### config.mk
export PLATFORM = sky130hd
export DESIGN_NAME = netwalk_rule_prog_ctrl_flat
export DESIGN_NICKNAME = d
export VERILOG_FILES = /design/src/rtl/netwalk_rule_prog_ctrl_if.sv /design/src/rtl/netwalk_rule_prog_ctrl.sv /design/src/flat_wrapper.sv
export SDC_FILE = /design/constraint.sdc
export NUM_CORES = 2
export LEC_CHECK = 0
export CORE_ASPECT_RATIO = 0.6
export CORE_MARGIN = 1.5
export CORE_UTILIZATION = 35
export CTS_BUF_LIST = sky130_fd_sc_hd__clkbuf_2
export DETAILED_ROUTE_END_ITERATION = 7
export SYNTH_ARGS = -nofsm -noshare
export SYNTH_HDL_FRONTEND = slang
export SYNTH_SLANG_ARGS = --single-unit
### constraint.sdc
create_clock -name dpl_clk -period 5.9 [get_ports dpl_clk]
set_clock_uncertainty 0.1 [all_clocks]
set_input_delay 1.18 -clock dpl_clk [delete_from_list [all_inputs] [get_ports dpl_clk]]
set_output_delay 1.18 -clock dpl_clk [all_outputs]
set_load 0.02 [all_outputs]
### src/rtl/netwalk_rule_prog_ctrl_if.sv
// Command-FIFO, dataplane-programming and status signals of the rule-programming sequencer.
// master = the sequencer, slave = the host/dataplane environment.
interface netwalk_rule_prog_ctrl_if;
  // cmd_rd_o pops the FWFT head word; it is only ever high while cmd_empty_i=0, and the
  // word on cmd_data_i is consumed at the rising edge where cmd_rd_o=1.
  logic [127:0] cmd_data_i;
  logic         cmd_empty_i;
  logic         cmd_rd_o;
  logic         dpl_idle_i;
  logic         dpl_hold_o;
  logic [5:0]   dpl_program_addr;
  logic [355:0] dpl_program_data;
  logic [355:0] dpl_program_mask;
  logic [371:0] dpl_exec_data;
  logic         dpl_program_enable;
  logic         dpl_delete_enable;
  logic         busy_o;
  logic         err_o;
  logic         err_clr_i;
  logic [63:0]  valid_o;
  logic [2:0]   fsm_state;

  modport master (
    input  cmd_data_i, cmd_empty_i, dpl_idle_i, err_clr_i,
    output cmd_rd_o, dpl_hold_o, dpl_program_addr, dpl_program_data, dpl_program_mask,
           dpl_exec_data, dpl_program_enable, dpl_delete_enable, busy_o, err_o, valid_o,
           fsm_state
  );

  modport slave (
    output cmd_data_i, cmd_empty_i, dpl_idle_i, err_clr_i,
    input  cmd_rd_o, dpl_hold_o, dpl_program_addr, dpl_program_data, dpl_program_mask,
           dpl_exec_data, dpl_program_enable, dpl_delete_enable, busy_o, err_o, valid_o,
           fsm_state
  );
endinterface

### src/rtl/netwalk_rule_prog_ctrl.sv
// Drains command words, assembles WRITE rules, waits for dataplane idle, then issues
// program/delete strobes and maintains the 64-entry valid bitmap.
module netwalk_rule_prog_ctrl (
  input  logic                            dpl_clk,
  input  logic                            dpl_reset_n,
  netwalk_rule_prog_ctrl_if.master        bus
);

  typedef enum logic [2:0] {IDLE, COLLECT, WAIT_IDLE, COMMIT, CLEAR} state_t;
  typedef enum logic [1:0] {OP_NONE, OP_WRITE, OP_DELETE, OP_CLEAR} op_t;

  state_t       state;
  op_t          op_q;
  logic [3:0]   cnt;
  logic [5:0]   addr_q;
  logic [355:0] data_buf;
  logic [355:0] mask_buf;
  logic [371:0] exec_buf;
  logic [7:0]   opcode;
  logic         err_set;

  assign opcode         = bus.cmd_data_i[127:120];
  assign bus.cmd_rd_o   = dpl_reset_n && !bus.cmd_empty_i &&
                          ((state == IDLE) || (state == COLLECT));
  assign err_set        = (state == IDLE) && !bus.cmd_empty_i && (opcode > 8'h03);
  assign bus.busy_o     = (state != IDLE);
  assign bus.fsm_state  = state;

  always_ff @(posedge dpl_clk or negedge dpl_reset_n) begin
    if (!dpl_reset_n) begin
      state                  <= IDLE;
      op_q                   <= OP_NONE;
      cnt                    <= '0;
      addr_q                 <= '0;
      data_buf               <= '0;
      mask_buf               <= '0;
      exec_buf               <= '0;
      bus.dpl_hold_o         <= 1'b0;
      bus.dpl_program_addr   <= '0;
      bus.dpl_program_data   <= '0;
      bus.dpl_program_mask   <= '0;
      bus.dpl_exec_data      <= '0;
      bus.dpl_program_enable <= 1'b0;
      bus.dpl_delete_enable  <= 1'b0;
      bus.err_o              <= 1'b0;
      bus.valid_o            <= '0;
    end else begin
      bus.dpl_program_enable <= 1'b0;
      bus.dpl_delete_enable  <= 1'b0;
      bus.err_o              <= err_set | (bus.err_o & ~bus.err_clr_i);
      case (state)
        IDLE: begin
          if (!bus.cmd_empty_i) begin
            case (opcode)
              8'h01: begin
                addr_q <= bus.cmd_data_i[5:0];
                op_q   <= OP_WRITE;
                cnt    <= '0;
                state  <= COLLECT;
              end
              8'h02: begin
                addr_q         <= bus.cmd_data_i[5:0];
                op_q           <= OP_DELETE;
                bus.dpl_hold_o <= 1'b1;
                state          <= WAIT_IDLE;
              end
              8'h03: begin
                addr_q         <= '0;
                op_q           <= OP_CLEAR;
                bus.dpl_hold_o <= 1'b1;
                state          <= WAIT_IDLE;
              end
              default: ;
            endcase
          end
        end
        COLLECT: begin
          if (!bus.cmd_empty_i) begin
            // Slots 2, 5 and 8 carry only the low bits that fit each field.
            case (cnt)
              4'd0:    data_buf[127:0]   <= bus.cmd_data_i;
              4'd1:    data_buf[255:128] <= bus.cmd_data_i;
              4'd2:    data_buf[355:256] <= bus.cmd_data_i[99:0];
              4'd3:    mask_buf[127:0]   <= bus.cmd_data_i;
              4'd4:    mask_buf[255:128] <= bus.cmd_data_i;
              4'd5:    mask_buf[355:256] <= bus.cmd_data_i[99:0];
              4'd6:    exec_buf[127:0]   <= bus.cmd_data_i;
              4'd7:    exec_buf[255:128] <= bus.cmd_data_i;
              default: exec_buf[371:256] <= bus.cmd_data_i[115:0];
            endcase
            if (cnt == 4'd8) begin
              bus.dpl_hold_o <= 1'b1;
              state          <= WAIT_IDLE;
            end else begin
              cnt <= cnt + 4'd1;
            end
          end
        end
        WAIT_IDLE: begin
          if (bus.dpl_idle_i) begin
            bus.dpl_program_addr <= addr_q;
            if (op_q == OP_CLEAR) begin
              bus.dpl_delete_enable <= 1'b1;
              state                 <= CLEAR;
            end else if (op_q == OP_WRITE) begin
              bus.dpl_program_data    <= data_buf;
              bus.dpl_program_mask    <= mask_buf;
              bus.dpl_exec_data       <= exec_buf;
              bus.dpl_program_enable  <= 1'b1;
              bus.valid_o[addr_q]     <= 1'b1;
              state                   <= COMMIT;
            end else begin
              bus.dpl_delete_enable   <= 1'b1;
              bus.valid_o[addr_q]     <= 1'b0;
              state                   <= COMMIT;
            end
          end
        end
        COMMIT: begin
          bus.dpl_hold_o <= 1'b0;
          state          <= IDLE;
        end
        CLEAR: begin
          // The strobe for the current address is already on the port; advance or finish.
          if (addr_q == 6'd63) begin
            bus.valid_o    <= '0;
            bus.dpl_hold_o <= 1'b0;
            state          <= IDLE;
          end else begin
            addr_q                <= addr_q + 6'd1;
            bus.dpl_program_addr  <= addr_q + 6'd1;
            bus.dpl_delete_enable <= 1'b1;
          end
        end
        default: state <= IDLE;
      endcase
    end
  end

endmodule

### src/flat_wrapper.sv
// flat-port wrapper written by rule: the top's interface ports become plain ports
module netwalk_rule_prog_ctrl_flat 
  (dpl_clk, dpl_reset_n, bus_cmd_data_i, bus_cmd_empty_i, bus_dpl_idle_i, bus_err_clr_i, bus_cmd_rd_o, bus_dpl_hold_o, bus_dpl_program_addr, bus_dpl_program_data, bus_dpl_program_mask, bus_dpl_exec_data, bus_dpl_program_enable, bus_dpl_delete_enable, bus_busy_o, bus_err_o, bus_valid_o, bus_fsm_state);
  netwalk_rule_prog_ctrl_if bus_i ();
  input  logic dpl_clk;
  input  logic dpl_reset_n;
  input wire logic [$bits(bus_i.cmd_data_i)-1:0] bus_cmd_data_i;
  input wire logic [$bits(bus_i.cmd_empty_i)-1:0] bus_cmd_empty_i;
  input wire logic [$bits(bus_i.dpl_idle_i)-1:0] bus_dpl_idle_i;
  input wire logic [$bits(bus_i.err_clr_i)-1:0] bus_err_clr_i;
  output wire logic [$bits(bus_i.cmd_rd_o)-1:0] bus_cmd_rd_o;
  output wire logic [$bits(bus_i.dpl_hold_o)-1:0] bus_dpl_hold_o;
  output wire logic [$bits(bus_i.dpl_program_addr)-1:0] bus_dpl_program_addr;
  output wire logic [$bits(bus_i.dpl_program_data)-1:0] bus_dpl_program_data;
  output wire logic [$bits(bus_i.dpl_program_mask)-1:0] bus_dpl_program_mask;
  output wire logic [$bits(bus_i.dpl_exec_data)-1:0] bus_dpl_exec_data;
  output wire logic [$bits(bus_i.dpl_program_enable)-1:0] bus_dpl_program_enable;
  output wire logic [$bits(bus_i.dpl_delete_enable)-1:0] bus_dpl_delete_enable;
  output wire logic [$bits(bus_i.busy_o)-1:0] bus_busy_o;
  output wire logic [$bits(bus_i.err_o)-1:0] bus_err_o;
  output wire logic [$bits(bus_i.valid_o)-1:0] bus_valid_o;
  output wire logic [$bits(bus_i.fsm_state)-1:0] bus_fsm_state;
  assign bus_i.cmd_data_i = bus_cmd_data_i;
  assign bus_i.cmd_empty_i = bus_cmd_empty_i;
  assign bus_i.dpl_idle_i = bus_dpl_idle_i;
  assign bus_i.err_clr_i = bus_err_clr_i;
  assign bus_cmd_rd_o = bus_i.cmd_rd_o;
  assign bus_dpl_hold_o = bus_i.dpl_hold_o;
  assign bus_dpl_program_addr = bus_i.dpl_program_addr;
  assign bus_dpl_program_data = bus_i.dpl_program_data;
  assign bus_dpl_program_mask = bus_i.dpl_program_mask;
  assign bus_dpl_exec_data = bus_i.dpl_exec_data;
  assign bus_dpl_program_enable = bus_i.dpl_program_enable;
  assign bus_dpl_delete_enable = bus_i.dpl_delete_enable;
  assign bus_busy_o = bus_i.busy_o;
  assign bus_err_o = bus_i.err_o;
  assign bus_valid_o = bus_i.valid_o;
  assign bus_fsm_state = bus_i.fsm_state;
  netwalk_rule_prog_ctrl u_core (.dpl_clk(dpl_clk), .dpl_reset_n(dpl_reset_n), .bus(bus_i));
endmodule
==> run summary <==
# Max-Cap Violations = 0
Initial DRC Count = 4902
Final #Nets = 9083
Root Driver = clkbuf_2
Max Slew Vio Count = 0
first-pass detailed-route iteration total = 5
R2R Setup Slk = 2.05 ns
Worst Reg-to-Reg Cells = 5
die area = 247000 µm²
post-synth top area share = 66.3%
Startpoint Class = primary input
status = completed
Synth area leader = dfrtp_1
Post-synth EDFFs = 0
Post-Syn Instances = 7416
Worst Path Arrival = 3.44 ns
Setup TNS Final = 0 ns
Num CTS Buffers = 553
Via density = 4.91
#FFs+latches synth = 2257
Hold Crit Class = flip-flop to flip-flop
post-route ant nets = 0
Avg WL per Cell = 23.8 µm
Ys Warns = 0
Total GRT Usage = 23.6%
CORE AREA = 242000 µm²
Setup WS pre-CTS = 1.26 ns
hold path depth = 2
IO Count = 1296
synthesized area = 85200 µm²
Row Count = 140
vias = 61700
Tcrit/Tclk final = 79.9%
CTS tree = built
slowest CP cell = clkdlybuf4s50_1
post-synthesis sequential area ratio = 66.3%
setup violators final = 0
syn_nets = 7554
final hold vios = 0
Leak = 55.3 nW
P per Cell Area = 322 nW/µm²
Peak supply drop = 182 µV
min Tclk post-route = 4.72 ns
synthesized area per cell = 11.5 µm²
Port Buf Inserts = 1295
Synth cell types = 50
H-tree lvl count = 6
Worst-Skew Late Latency = 1.58 ns
remaining global-route overflow = 0
HPWL Detailed = 199000 µm
number of remaining DRC errors = 0
Sink Count = 2257
critical path peak fanout = 10
Final WS setup = 1.18 ns
cells along the critical path = dlygate4sd3_1 > dlygate4sd3_1 > buf_16 > and2_1 > clkdlybuf4s50_1
slowest stage delay, CP = 0.64 ns
first-pass GRT wire length = 429000 µm
maximum achievable frequency = 212 MHz
layout cells sized above 1 = 21.6%
vias in the first global route = 61600
die span in y = 385 µm
clock-pin transition on the worst setup and hold timing paths = 0.10 ns
initial antenna violation count = 45
area grow syn2layout = 24.9%
most frequent cells in the layout = nand2_1, dfrtp_1, clkdlybuf4s50_1, mux2_2, clkbuf_2
Initial Util = 35.1%
Setup crit end kind = output port
post-CTS setup buffers = 0
commonest non-fill, non-tap cell in the layout = nand2_1
HP Start = u_core.exec_buf[275]
Worst Path Required = 4.62 ns
Placer Congestion = 0.994
RSZ-0062 raised after global routing = false
reg2reg start = u_core.bus.fsm_state[2]
Synth area leaders = dfrtp_1, nand2_1, mux2_2, clkbuf_1, buf_2
Main synth FF type = dfrtp_1
ys async rst share = 100%
crit path from = dpl_reset_n
die width = 640 µm
wirelength, routed = 299000 µm
Worst Setup Path Type = primary input to output port
CTS Buffer Depth = 4
Worst slew margin = 2.61%
Total Power = 34.3 mW
largest net degree at the start of global routing = 213
actual slew at the worst max-slew pin = 1.46 ns
most used cell, CP = dlygate4sd3_1
[cell type report]
cell class | count | area [µm²]
clock inverter | 120 | 892
inverter | 66 | 255
fill | 23100 | 136000
timing repair buffer | 1387 | 14100
sequential | 2257 | 56500
clock buffer | 770 | 3850
multi-input combinational | 4680 | 26700
antenna | 20 | 50.0
tap | 3266 | 4090
[through the flow]
stage / hold slack [ns] / utilization (%) / cells / instance area, µm²
floorplan: 0.333 / - / 7416 / 85200
global placement: 0.341 / 41.9 / 11700 / 102000
detailed placement: 0.343 / 41.9 / 11700 / 102000
CTS: 0.000693 / 43.9 / 12500 / 106000
global route: 0.0631 / 43.9 / 12600 / 106000
finish: 0.267 / 43.9 / 12600 / 106000
[critical path, delay by kind of cell]
family,cells,cell delay [ns]
buffers and inverters,4,2.01
and+or+nand+nor,1,0.18
[worst paths after layout]
path	endpoint
hold / removal	u_core.bus.dpl_exec_data[275]
setup / recovery	bus_cmd_rd_o
max in group asynchronous	u_core.bus.dpl_program_mask[195]
min in group asynchronous	u_core.data_buf[95]
setup reg to reg	u_core.mask_buf[251]
hold reg to reg	u_core.bus.dpl_exec_data[275]
[cell usage after synthesis, drive strengths merged (4+ instances only)]
cell type,instances
and3b,6
a21oi,122
nand2,3276
nand4,5
and3,4
or3,4
a22o,5
nand3,9
and2,6
nor4,4
a21o,9
o21ai,6
a31oi,4
xnor2,4
inv,66
o22ai,59
buf,209
mux2,1092
ha,5
a32o,8
nor3b,10
nor2,5
dfrtp,2257
clkbuf,204
[report_power, final]
part | internal (mW) | total, mW | switching (mW)
Sequential | 17.5 | 18.7 | 1.17
Combinational | 2.49 | 5.11 | 2.62
Clock | 4.08 | 10.5 | 6.42
Total | 24.1 | 34.3 | 10.2
[cells by family after synthesis]
kind of cell             synth area share (%)
AND/OR/NAND/NOR                          15.0
buffers and inverters                    2.53
adder cells (fa/ha/maj)                0.0734
flip-flops                               66.3
XOR/XNOR                               0.0411
multiplexers                             14.4
AO/OA/AOI/OAI                            1.65
[state kept, by name, summed over array words and instances (netlist names)]
name	flops
u_core.bus.fsm_state	3
u_core.bus.dpl_program_addr	6
u_core.data_buf	356
u_core.bus.dpl_exec_data	372
u_core.exec_buf	372
u_core.bus.dpl_program_mask	356
u_core.bus.dpl_delete_enable	1
u_core.addr_q	6
u_core.bus.dpl_program_data	356
u_core.bus.dpl_program_enable	1
u_core.bus.err_o	1
u_core.bus.dpl_hold_o	1
u_core.bus.valid_o	64
u_core.cnt	4
u_core.op_q	2
u_core.mask_buf	356
[routing by layer]
| layer | vias to the layer above | wire, µm | GRT usage [%] |
|---|---|---|---|
| li1 | 27200 | - | - |
| met1 | 31600 | 130000 | 32.6 |
| met2 | 2328 | 131000 | 34.8 |
| met3 | 531 | 24000 | 6.26 |
| met4 | 8 | 13600 | 10.4 |
| met5 | - | 154 | 0.347 |
[timing repair]
item                      4_1_cts  5_1_grt
hold endpoints to repair      693        0
hold buffers                    5        0
resized for setup               0        0
Note: power is estimated with default switching activity, not from simulation.
